[config.mk]
export PLATFORM = sky130hd
export DESIGN_NAME = sub_one_14b
export DESIGN_NICKNAME = d
export VERILOG_FILES = /design/src/rtl/sub_one_14b.sv
export SDC_FILE = /design/constraint.sdc
export NUM_CORES = 1
export LEC_CHECK = 0
export ABC_AREA = 1
export BUFFER_PORTS_ARGS = -buffer_cell sky130_fd_sc_hd__buf_4
export CAP_MARGIN = 30
export CORE_MARGIN = 3
export CORE_UTILIZATION = 43
export DETAILED_ROUTE_END_ITERATION = 10
export HOLD_SLACK_MARGIN = 0.06
export PLACE_DENSITY = 0.78
export SETUP_SLACK_MARGIN = 0.15
export SLEW_MARGIN = 20
export SYNTH_ARGS = -nofsm -noshare
export SYNTH_HDL_FRONTEND = slang
export SYNTH_SLANG_ARGS = --single-unit
[constraint.sdc]
create_clock -name clk -period 5.1 [get_ports clk]
set_clock_uncertainty 0.2 [all_clocks]
set_input_delay 1.02 -clock clk [delete_from_list [all_inputs] [get_ports clk]]
set_output_delay 1.02 -clock clk [all_outputs]
set_load 0.01 [all_outputs]
[src/rtl/sub_one_14b.sv]
// -----------------------------------------------------------------------------
// sub_one_14b
//   Decrement-by-one unit for the stack-machine datapath, used for
//   stack-pointer and counter decrement. Produces a - 1 (mod 2^WIDTH)
//   combinationally, together with a borrow flag (a was zero, so the result
//   wrapped) and a zero flag (the result is zero). A registered copy of all
//   three is kept for pipelined consumers.
//
// Ports
//   clk      : rising-edge clock for the registered outputs
//   rst_n    : synchronous, active-low reset of the registered outputs
//   a        : operand
//   en       : capture enable for the registered outputs
//   s        : combinational a - 1, wrapping modulo 2^WIDTH
//   borrow   : combinational, 1 when a == 0
//   zero     : combinational, 1 when s == 0 (a == 1)
//   s_q      : registered s
//   borrow_q : registered borrow
//   zero_q   : registered zero
// -----------------------------------------------------------------------------
module sub_one_14b #(
    parameter int WIDTH = 14
) (
    input  logic             clk,
    input  logic             rst_n,
    input  logic [WIDTH-1:0] a,
    input  logic             en,
    output logic [WIDTH-1:0] s,
    output logic             borrow,
    output logic             zero,
    output logic [WIDTH-1:0] s_q,
    output logic             borrow_q,
    output logic             zero_q
);

    // Borrow chain: b_chain[i] is the borrow into bit i. Injecting a borrow
    // into bit 0 subtracts one. The borrow ripples upward through the
    // trailing zeros of a and stops at the lowest set bit, so that bit is
    // cleared, the bits below it are set, and the bits above are unchanged.
    logic [WIDTH:0] b_chain;

    assign b_chain[0] = 1'b1;

    for (genvar i = 0; i < WIDTH; i++) begin : g_borrow_chain
        assign s[i]           = a[i] ^ b_chain[i];
        assign b_chain[i + 1] = ~a[i] & b_chain[i];
    end

    // A borrow out of the top bit only happens when every bit of a is zero.
    assign borrow = b_chain[WIDTH];
    assign zero   = ~|s;

    // Next-state for the registered copy: capture when enabled, else hold.
    logic [WIDTH-1:0] s_d;
    logic             borrow_d;
    logic             zero_d;

    always_comb begin
        // NOTE: every signal gets a default first so no path leaves it
        // unassigned, which would otherwise infer a latch.
        s_d      = s_q;
        borrow_d = borrow_q;
        zero_d   = zero_q;
        if (en) begin
            s_d      = s;
            borrow_d = borrow;
            zero_d   = zero;
        end
    end

    // Reset is sampled on the clock edge and takes priority over en.
    always_ff @(posedge clk) begin
        if (!rst_n) begin
            // NOTE: non-blocking assignments for all state, so every register
            // samples the values from before the edge regardless of order.
            s_q      <= '0;
            borrow_q <= 1'b0;
            zero_q   <= 1'b0;
        end else begin
            s_q      <= s_d;
            borrow_q <= borrow_d;
            zero_q   <= zero_d;
        end
    end

endmodule

==> flow_results.org <==
** Timing
- Hold Slack :: 0.3053 ns
- FMAX :: 0.2016 GHz
- Tightest Pin Transition :: 0.2728 ns
- The number of endpoints with negative hold slack in the final report is 0.
- The worst pin sits at a relative slew slack of 81.81%.
- Setup slack closes at 0.1397 ns.
- Final clock period utilization by the worst path :: around 100%
- Number of setup violations in the final report :: 0
- RSZ-0062 raised after global routing :: true
- Final critical-path required period :: around 5.0 ns
- Number of slew-limit violations in the final report :: 0

** Power and ir drop
- Worst vdd rail ir drop :: around 0.00028 V
- Summed over all cells, the static leakage comes to 0.0007377 uW.
- For this design the ratio of total power to cell area is between 200 and 250 nW/um2.

** Drt
- Antenna-violating nets left :: 0
- The routed layout has roughly 880 vias.
- In this run, the number of DRC markers left after iteration 0 of detailed routing was 13.
- Wire length per cell :: ~13 um
- Before antenna repair, the detailed router went through 4 iterations.
- After detailed routing, the total wire length is around 2400 um.
- Dividing the detail-routed via count by the number of cells gives 4.665.
- After detailed routing, the number of remaining DRC violations is 0.

** Clocking
- Post-cts hold buffer count :: 0
- Number of clock buffers inserted by TritonCTS :: 3
- CTS built an H-tree with a depth of 1.
- Counting every sink on the clock net gives 16.
- TritonCTS built the clock tree.
- The cell sitting at the root of the clock tree is a sky130_fd_sc_hd__clkbuf_4.
- Clk slew on worst S/H paths :: around 0.08 ns
- For the worst-skew pair, the clock arrives at the later sink with an insertion delay of ~0.27 ns.
- Number of buffers on the longest clock path :: 2

** Worst setup path
- Worst path required time :: just under 4 ns
- On the worst path, the slowest cell contributes a delay of 0.27 ns.
- Critical Setup Path Class :: in2out
- The worst register-to-register path begins at s_q[0].
- STA classifies the critical path endpoint as an output port.
- CP max-delay cell :: sky130_fd_sc_hd__ha_4
- Start point of the critical path :: a[1]
- At the worst endpoint, the arrival time is 3.74 ns.
- CP bufs+invs :: 3
- The cell family contributing the most delay on the critical path is adder cells.
- Of all nets on the critical path, the largest fanout is 2.
- Flop2flop setup slack :: between 4 and 5 ns
- Sequence of cells on the critical path :: buf_4, inv_2, ha_4, ha_4, ha_4, ha_4, ha_4, ha_4, ha_4, ha_4, ha_4, ha_4, ha_4, ha_4, ha_4, nand2_2, nor3_2, nand2_1, nor3_2, buf_4
- STA classifies the critical path startpoint as an input pin.
- Most common cell type on the critical path :: sky130_fd_sc_hd__ha_4

** Logic synthesis
- sky130_fd_sc_hd__dfxtp_1 takes more of the synthesized area than any other cell.
- After synthesis, the netlist uses 15 different library cells.
- YS warnings :: 0
- Of all flip-flops after synthesis, the portion carrying an async set or reset was 0%.
- Synthesis produced a netlist with a net count of around 140.
- The share of the Yosys chip area taken by registers is between 30 and 40%.
- Most frequently used flop master after synthesis :: sky130_fd_sc_hd__dfxtp_1
- Counting every instance in the synthesized netlist gives ~110.
- After synthesis the cells add up to 865.8 um2.
- Yosys attributes the largest share of cell area to sky130_fd_sc_hd__dfxtp_1, sky130_fd_sc_hd__ha_1, sky130_fd_sc_hd__inv_1.
- Each instance of the synthesized netlist takes up on average ~7.8 um2.
- Share of the synthesized area in the top cell type :: a little under two fifths
- Flop and latch count out of synthesis :: 16
- The synthesized design contains 0 enable-type register cells.
- Among all cell types in the netlist, the one instantiated most often is sky130_fd_sc_hd__inv_1.
- By count the netlist is led by sky130_fd_sc_hd__inv_1, sky130_fd_sc_hd__a21oi_1, sky130_fd_sc_hd__dfxtp_1, sky130_fd_sc_hd__ha_1, sky130_fd_sc_hd__o21ai_1.

** Cells and area
- Measured on the finished design, the core utilization comes to approximately 81%.
- Net count, final :: 195
- From synthesis to final layout, the design area changed by 70.09%.
- Count of antenna diodes in the layout :: 0
- Post-route cell area :: between 1000 and 1500 um2
- Fraction of final layout cells sized beyond drive strength 1 :: a little under half

** Placed design
- Once placement finished, the instance area stood at about 1400 um2.
- At the end of routability-driven placement, the weighted congestion stood at 0.6897.
- Summed over all nets, the half-perimeter wirelength after detailed placement is between 1500 and 2000 um.
- Before CTS, the worst setup slack after placement is -0.06878 ns.
- Input and output buffers added on the ports amount to 48.

** Floorplan
- Initial Utilization :: a little under half
- In this run the count of I/O pins placed on the die edge is 49.
- Row generation in the floorplan step produced 15 rows.
- Die footprint :: 2588 um2
- Core footprint :: between 1500 and 2000 um2
- The die is approximately 50 um wide.
- The die is a little over 50 um tall.

** GRT
- Aggregate global routing overflow :: 0
- Gr usage total :: 20.20%
- Wire length of the first global-routing pass :: between 4000 and 5000 um
- Initial antenna violation count :: 0
- Vias in the first global route :: 876
- Entering global routing, the biggest net connects 33 pins.

** Outcome
- Run status :: finished, final reports clean

** Job
- The tool flagged a number of max-cap violations equal to 0.

** Worst hold path
- In this run the most critical hold path is launched from s_q[1].
- Hold crit path type :: reg2reg
==> layer usage <==
layer	global-route usage, %	part of all wire [%]	vias to the layer above
met5	0	0	-
met4	4.036	0.30	0
met3	1.749	4.9	2
met2	36.30	50	23
met1	26.32	45	387
li1	-	-	465
==> area by class of cell <==
cell class | count | area [um2]
Fill cell | 128 | 347.8
Inverter | 29 | 111.4
Tap cell | 25 | 31.28
Clock buffer | 4 | 36.28
Sequential cell | 16 | 320.3
Timing Repair Buffer | 52 | 394.1
Multi-Input combinational cell | 62 | 579.3
==> placed cells by master (no fill, tap or decap) <==
cell type                   n
sky130_fd_sc_hd__a21oi_1   16
sky130_fd_sc_hd__buf_4     51
sky130_fd_sc_hd__buf_6      1
sky130_fd_sc_hd__clkbuf_4   3
sky130_fd_sc_hd__clkbuf_8   1
sky130_fd_sc_hd__dfxtp_1   16
sky130_fd_sc_hd__ha_1       1
sky130_fd_sc_hd__ha_4      13
sky130_fd_sc_hd__inv_1     25
sky130_fd_sc_hd__inv_2      3
sky130_fd_sc_hd__inv_4      1
sky130_fd_sc_hd__nand2_1    6
sky130_fd_sc_hd__nand2_2    1
sky130_fd_sc_hd__nand3_1    3
sky130_fd_sc_hd__nand4_1    1
sky130_fd_sc_hd__nor2_1     3
sky130_fd_sc_hd__nor3_2     2
sky130_fd_sc_hd__o21ai_0    2
sky130_fd_sc_hd__o21ai_1   14
==> registers in the layout (all words and copies together), names as in the netlist <==
signal	count
s_q	14
borrow_q	1
zero_q	1
==> cell families after synthesis <==
kind of cell / after synthesis / share of synthesized area, %
AND/OR/NAND/NOR: 16 / 8.526
buffers and inverters: 33 / 15.75
flip-flops: 16 / 36.99
AO/OA/AOI/OAI: 32 / 18.50
adder cells (fa/ha/maj): 14 / 20.23
==> worst paths after layout <==
check / cells after the start / endpoint
min: 2 / s_q[1]
max: 20 / zero
max reg2reg: 2 / s_q[0]
min reg2reg: 2 / s_q[1]
==> tightest hold or removal path: stages (launching register included) <==
cell and delay, ns:
sky130_fd_sc_hd__dfxtp_1 0.32, sky130_fd_sc_hd__o21ai_1 0.11, sky130_fd_sc_hd__a21oi_1 0.04
==> what timing repair did <==
action,4_1_cts,5_1_grt
setup endpoints to repair,1,1
pin swaps,16,0
resized for setup,7,0
setup buffers,1,0
==> power by group <==
part | internal [uW] | switching [uW] | leakage [uW]
sequential | 134 | 4.77 | 0.000133
clock | 43.3 | 34.0 | 0.0000210
combinational | 48.5 | 43.7 | 0.000584
==> per-stage QoR <==
step,instances,TNS (ns),power [uW]
after floorplan,111,0,184.1
after global placement,183,-0.01321,226.6
after detailed placement,183,-0.06878,229.4
after CTS,188,0,311.8
after global routing,188,0,326.1
final,188,0,307.9
No activity file was read; power rests on OpenSTA's default activity.
